### src/rtl/i2s_transmitter.sv
// I2S transmitter: serializes stereo sample pairs onto DAC pins from one free-running frame counter.
// Optional underrun counter output enabled by defining I2S_TX_UNDERRUN_CNT_EN.
module i2s_transmitter #(
    parameter int SAMPLE_WIDTH = 24,
    parameter int BCLK_HALF    = 16,
    parameter int MCLK_HALF    = 4
) (
    input  logic                           clk,
    input  logic                           rstn,
    input  logic signed [SAMPLE_WIDTH-1:0] in_left,
    input  logic signed [SAMPLE_WIDTH-1:0] in_right,
    input  logic                           in_valid,
    output logic                           in_ready,
    output logic                           underrun,
    output logic                           dac_sys_clk,
    output logic                           dac_bit_clk,
    output logic                           dac_lr_clk,
    output logic                           dac_data
`ifdef I2S_TX_UNDERRUN_CNT_EN
    ,
    output logic [15:0]                    underrun_count
`endif
);

    localparam int BCLK_LOG = $clog2(BCLK_HALF);
    localparam int MCLK_LOG = $clog2(MCLK_HALF);
    localparam int CNT_W    = 6 + BCLK_LOG + 1;

    logic [CNT_W-1:0]              cnt_q, cnt_d;
    logic [5:0]                    k_d;
    logic                          load;
    logic [63:0]                   frame_q, frame_d;
    logic signed [SAMPLE_WIDTH-1:0] hold_left_q, hold_right_q;
    logic signed [31:0]            left_ext, right_ext;
    logic                          ready_q, ready_d;
    logic                          accept;
    logic                          underrun_q, underrun_d;
    logic                          sys_q, bit_q, lr_q, data_q;
    logic                          data_d;

    // NOTE: every variable gets a default at the top of always_comb so no path leaves it unassigned (no latch).
    always_comb begin
        cnt_d      = cnt_q + 1'b1;
        k_d        = cnt_d[CNT_W-1 -: 6];
        load       = (cnt_d == '0);
        accept     = in_valid & ready_q;
        left_ext   = 32'(hold_left_q);
        right_ext  = 32'(hold_right_q);
        frame_d    = frame_q;
        ready_d    = ready_q;
        underrun_d = 1'b0;

        // The load sees the holding register as it was before this edge's capture.
        if (load) begin
            if (!ready_q) begin
                frame_d = {left_ext, right_ext};
                ready_d = 1'b1;
            end else begin
                frame_d    = '0;
                underrun_d = 1'b1;
            end
        end
        if (accept) begin
            ready_d = 1'b0;
        end

        // frame[63-k] == frame[~k] for a 6-bit k.
        data_d = frame_d[~k_d];
    end

    // NOTE: sequential state uses non-blocking assignments so every register samples pre-edge values.
    always_ff @(posedge clk or negedge rstn) begin
        if (!rstn) begin
            cnt_q      <= '1;
            frame_q    <= '0;
            ready_q    <= 1'b1;
            underrun_q <= 1'b0;
            sys_q      <= 1'b0;
            bit_q      <= 1'b0;
            lr_q       <= 1'b0;
            data_q     <= 1'b0;
        end else begin
            cnt_q      <= cnt_d;
            frame_q    <= frame_d;
            ready_q    <= ready_d;
            underrun_q <= underrun_d;
            sys_q      <= cnt_d[MCLK_LOG];
            bit_q      <= cnt_d[BCLK_LOG];
            lr_q       <= ~k_d[5];
            data_q     <= data_d;
        end
    end

    // NOTE: the holding data needs no reset; it is only ever read when ready_q says it is full.
    always_ff @(posedge clk) begin
        if (accept) begin
            hold_left_q  <= in_left;
            hold_right_q <= in_right;
        end
    end

`ifdef I2S_TX_UNDERRUN_CNT_EN
    logic [15:0] ucnt_q;

    always_ff @(posedge clk or negedge rstn) begin
        if (!rstn) begin
            ucnt_q <= '0;
        end else if (underrun_d && ucnt_q != 16'hFFFF) begin
            ucnt_q <= ucnt_q + 16'd1;
        end
    end

    assign underrun_count = ucnt_q;
`endif

    assign in_ready    = ready_q;
    assign underrun    = underrun_q;
    assign dac_sys_clk = sys_q;
    assign dac_bit_clk = bit_q;
    assign dac_lr_clk  = lr_q;
    assign dac_data    = data_q;

endmodule

### config.mk
export PLATFORM = sky130hd
export DESIGN_NAME = i2s_transmitter
export DESIGN_NICKNAME = d
export VERILOG_FILES = /design/src/rtl/i2s_transmitter.sv
export SDC_FILE = /design/constraint.sdc
export NUM_CORES = 1
export LEC_CHECK = 0
export CELL_PAD_IN_SITES_DETAIL_PLACEMENT = 1
export CELL_PAD_IN_SITES_GLOBAL_PLACEMENT = 2
export CORE_ASPECT_RATIO = 2
export CORE_UTILIZATION = 39
export CTS_BUF_LIST = sky130_fd_sc_hd__clkbuf_4 sky130_fd_sc_hd__clkbuf_8
export CTS_CLUSTER_SIZE = 30
export DETAILED_ROUTE_END_ITERATION = 8
export PLACE_DENSITY_LB_ADDON = 0.1
export REMOVE_ABC_BUFFERS = 1
export SYNTH_ARGS = -nofsm -noshare
export SYNTH_HDL_FRONTEND = slang
export SYNTH_SLANG_ARGS = --single-unit
### constraint.sdc
create_clock -name clk -period 4.35 [get_ports clk]
set_input_delay 0.6525 -clock clk [delete_from_list [all_inputs] [get_ports clk]]
set_output_delay 0.6525 -clock clk [all_outputs]
set_load 0.01 [all_outputs]
# Word-level counts from Yosys, hierarchy flattened
# Index checks and enable logic that the tools add are counted.
[totals]
ff_bits = 129
inputBits = 51
out_inout_bits = 6
word_cells = 25
[op_classes]
n_addsub = 1
order_cmp = 1
muxes = 8
n_bitwise = 3
n_reduce_logical = 2
[op_table]
columns = ["op", "count"]
rows = [
  ["$mux W64", 2],
  ["$add A11 B1 Y11 const B", 1],
  ["$logic_not A11 Y1", 1],
  ["$lt A6 B7 Y1 const B", 1],
  ["$bmux W1 S6", 1],
  ["$not A6 Y6", 1],
  ["$mux W1", 5],
  ["$reduce_bool A2 Y1", 1],
  ["$and A1 B1 Y1", 1],
  ["$not A1 Y1", 1],
]

# Depth between registers and ports, before layout
[logic_depth]
word_depth = 5
depth_mapped = 14
mapped_depth_nobuf = 11

# Worst setup path after synthesis
# OpenSTA, ideal clock, no wires.
[synth_timing]
kind = "register -> register"
startpoint = "register cnt_q[0]"
endpoint = "register data_q (netlist: dac_data)"
setup_ps = 95
t_arrival_ps = 3038
required_time_ps = 4255
slack_ps = 1217
path_stages_with_launch = 13
path_buffers = 2
synth_period_minus_slack_ps = 3133
path_cell_list = "dfstp_2 -> ha_1 -> clkbuf_2 -> nand4_1 -> or2_2 -> xor2_1 -> clkinv_1 -> nor2_1 -> clkbuf_1 -> nand2_1 -> a311oi_1 -> a311oi_1 -> o32ai_2"
[synth_between]
elab_chain_cells = 5
elab_cells_between_ends = 6
classes_between = "1 x add/sub; 3 x mux; 1 x bitwise; 1 x reduce/logical"
[synth_lines]
columns = ["element", "line", "rtl"]
rows = [
  ["start: declaration", "29", "logic [CNT_W-1:0] cnt_q, cnt_d;"],
  ["start signal: assignment", "83", "cnt_q <= cnt_d;"],
  ["$add A11 B1 Y11 *", "43", "cnt_d = cnt_q + 1'b1;"],
  ["$logic_not A11 Y1", "45", "load = (cnt_d == '0);"],
  ["$mux W64", "54", "if (load) begin"],
  ["$bmux W1 S6 *", "68", "data_d = frame_d[~k_d];"],
  ["$mux W1 (implied by the code) *", "68", ""],
  ["net data_d", "39", "logic data_d;"],
  ["end signal: assignment", "90", "data_q <= data_d;"],
  ["end: declaration", "38", "logic sys_q, bit_q, lr_q, data_q;"],
]
# The timed path passes the listed nets; every way through them passes the cells marked *. The select of a mux whose other input is x is not followed.
# A chain may end at the register's enable or synchronous reset.

# Final worst setup path
# Same ends and word-level chain as after synthesis.

==> qor.yml <==
yosys:
  synth_edf_count: 48
  seq_area_frac_synth_pct: 63.3
  synth_flop_cell: "dfrtp_1"
  ys_seq_elements: 129
  synth.cell_area_um2: 5500
  synth_area_per_cell_um2: 11.3
  yosys_warnings: 0
  yosys.cell_types.count: 55
  async_reset_ff_share_pct: 62.8
  netlist_instances: 485
clocking:
  htreeDepth: 4
  path_clk_slew_ns: 0.08
  postCtsSetupBuffers: 0
  cts_tree: "built"
  ctsResizeCount: 0
  cts.sinks: 129
  clk_path_buf_depth: 2
  numCtsBuffers: 17
  cts-root-buf: "clkbuf_8"
  clk_latency_ns: 0.44
  hold_buffers: 0
detailed_routing:
  route.vias.total: 3897
  wl_per_cell_um: 18.9
  vias_per_cell: 5.25
  drcViolationCount: 0
  drtIter0Drc: 178
  drtAntennaViolNets: 0
  wl_um: 14000
  drt_pre_antenna_iters: 4
timing:
  max_freq_mhz: 266
  setup_tns_ns: 0
  hold_viol_final: 0
  skew_ns: 0.0145
  fin_crit_sh_pct: 86.4
  fin_crit_ns: 3.76
  tightest_slew_ns: 1.17
  rsz0062_at_grt: "no"
  max_slew_margin_pct: 22.3
  setup_viol: 0
  drv_slew: 0
die:
  coreArea_um2: 13800
  die-area_um2: 14600
  num_rows: 61
  chipWidth_um: 86.0
  die_y_um: 170
  boundaryPins: 57
  floorplan.initialDensity_pct: 39.8
outcome:
  status: "completed"
final_layout:
  final_common_cell: "nand2_1"
  utilization_pct: 48.2
  layout_common_cells: "100 x nand2_1, 69 x dfrtp_1, 55 x clkdlybuf4s50_1"
  final_layout_size_suffix_gt1_share_pct: 13.2
  insertedDiodeCount: 0
  finalNonFillerCells: 742
  syn_to_final_growth_pct: 21.0
  fin_nets: 592
run:
  drv_cap: 0
grt:
  grt_max_degree: 82
  grt_pass1_vias: 4354
  grt_overflow: 0
  grt_pass1_wl_um: 22600
  grt_use_total_pct: 20.8
  antenna_found_initial: 0
worst_setup_path:
  crit_fanout: 24
  cp-end-kind: "flip-flop"
  start_kind: "flip-flop"
  crit_arrival_ns: 4.10
  path_class: "flip-flop to flip-flop"
  cp_data_required_time_ns: 4.69
placed_design:
  port_buffers: 56
  dp.cells: 710
  place_congestion: 0.814
  dpl.hpwl_um: 9560
power_and_ir_drop:
  power_leakage_nw: 3.05
  powerDensity_nw_per_um2: 364
  ir_drop_uv: 182
min_path:
  min_path_type: "input pin to asynchronous set/reset pin"
-- cell families after synthesis --
family	Yosys count	share of synthesized area [%]
and+or+nand+nor	159	13.0
DFF	129	63.3
AOI/OAI and AO/OA	123	15.0
buffers and inverters	47	3.84
muxes	16	3.02
xor gates and xnor gates	10	1.59
adders and majority gates	1	0.227
-- where the power goes --
| group | internal (mW) | switching, mW | total [mW] |
|---|---|---|---|
| registers | 1.26 | 0.000000000000000220 | 1.26 |
| clock network | 0.591 | 0.515 | 1.11 |
| logic | 0.0384 | 0.0204 | 0.0588 |
-- Yosys cell counts (4+ instances only) --
cell / number / area [um2]
buf_2: 6 / 30.0
nand4_1: 6 / 37.5
edfxtp_1: 48 / 1440
a221oi_1: 4 / 35.0
o21ai_0: 43 / 215
a21oi_1: 10 / 50.1
a311oi_1: 6 / 52.6
dfstp_2: 12 / 315
buf_1: 5 / 18.8
nand2_1: 100 / 375
nor2_1: 11 / 41.3
a21o_1: 30 / 225
inv_1: 13 / 48.8
clkbuf_1: 16 / 60.1
nand3_1: 9 / 45.0
a31oi_1: 6 / 37.5
mux2i_1: 11 / 110
xnor2_1: 7 / 61.3
mux2_2: 5 / 56.3
nor3_1: 6 / 30.0
and3_1: 12 / 75.1
dfrtp_1: 69 / 1730
-- flip-flops by register name (all words and copies together) (netlist names) --
register	flops
frame_q	64
hold_left_q	24
hold_right_q	24
cnt_q	11
dac_bit_clk	1
dac_data	1
dac_lr_clk	1
dac_sys_clk	1
in_ready	1
underrun	1
-- routing by layer --
layer | vias to the layer above | wire length [um] | GRT usage [%]
li1 | 1831 | - | -
met1 | 1979 | 5640 | 22.7
met2 | 70 | 7790 | 38.8
met3 | 17 | 287 | 3.98
met4 | 0 | 291 | 7.97
met5 | - | 0 | 0
-- through the flow --
stage	hold WS [ns]	total power, mW	area (um2)	setup WS [ns]
floorplan	0.357	1.29	5350	0.0818
global placement	0.446	1.34	6230	0.711
detailed placement	0.461	1.35	6230	0.627
CTS	0.428	2.46	6660	0.563
global route	0.461	2.50	6660	0.425
finish	0.366	2.43	6660	0.592
-- path summary, 6_finish.rpt --
path                                       startpoint                    end  slack [ns]  cells past startpoint
worst max-delay path               cnt_q[0]$_DFF_PN1_     dac_data$_DFF_PN0_        0.59                     10
worst min-delay path                             rstn  dac_sys_clk$_DFF_PN0_        0.37                      1
worst max register to register     cnt_q[0]$_DFF_PN1_     dac_data$_DFF_PN0_        0.59                     10
worst min register to register  frame_q[28]$_DFF_PN0_  frame_q[28]$_DFF_PN0_        0.48                      1
max in group asynchronous                        rstn   frame_q[5]$_DFF_PN0_        3.25                      1
min in group clk                frame_q[28]$_DFF_PN0_  frame_q[28]$_DFF_PN0_        0.48                      1
-- worst max-delay path: stages, from the launching register on --
cell,delay (ns)
dfstp_2,0.58
ha_1,0.31
nand4_1,0.22
o31ai_1,0.32
o311ai_0,0.32
or3_2,0.62
buf_4,0.27
a311oi_1,0.39
a211oi_1,0.10
o311a_1,0.42
o32ai_2,0.11
-- layout make-up --
cell class | instances | area (um2)
fillers | 1492 | 7150
flip-flops and latches | 129 | 3480
multi-input cells | 309 | 1810
repair buffers | 68 | 648
clock buffers | 18 | 248
well taps | 189 | 236
clock inverters | 14 | 178
inverters | 15 | 56.3
No activity file was read; power rests on OpenSTA's default activity.
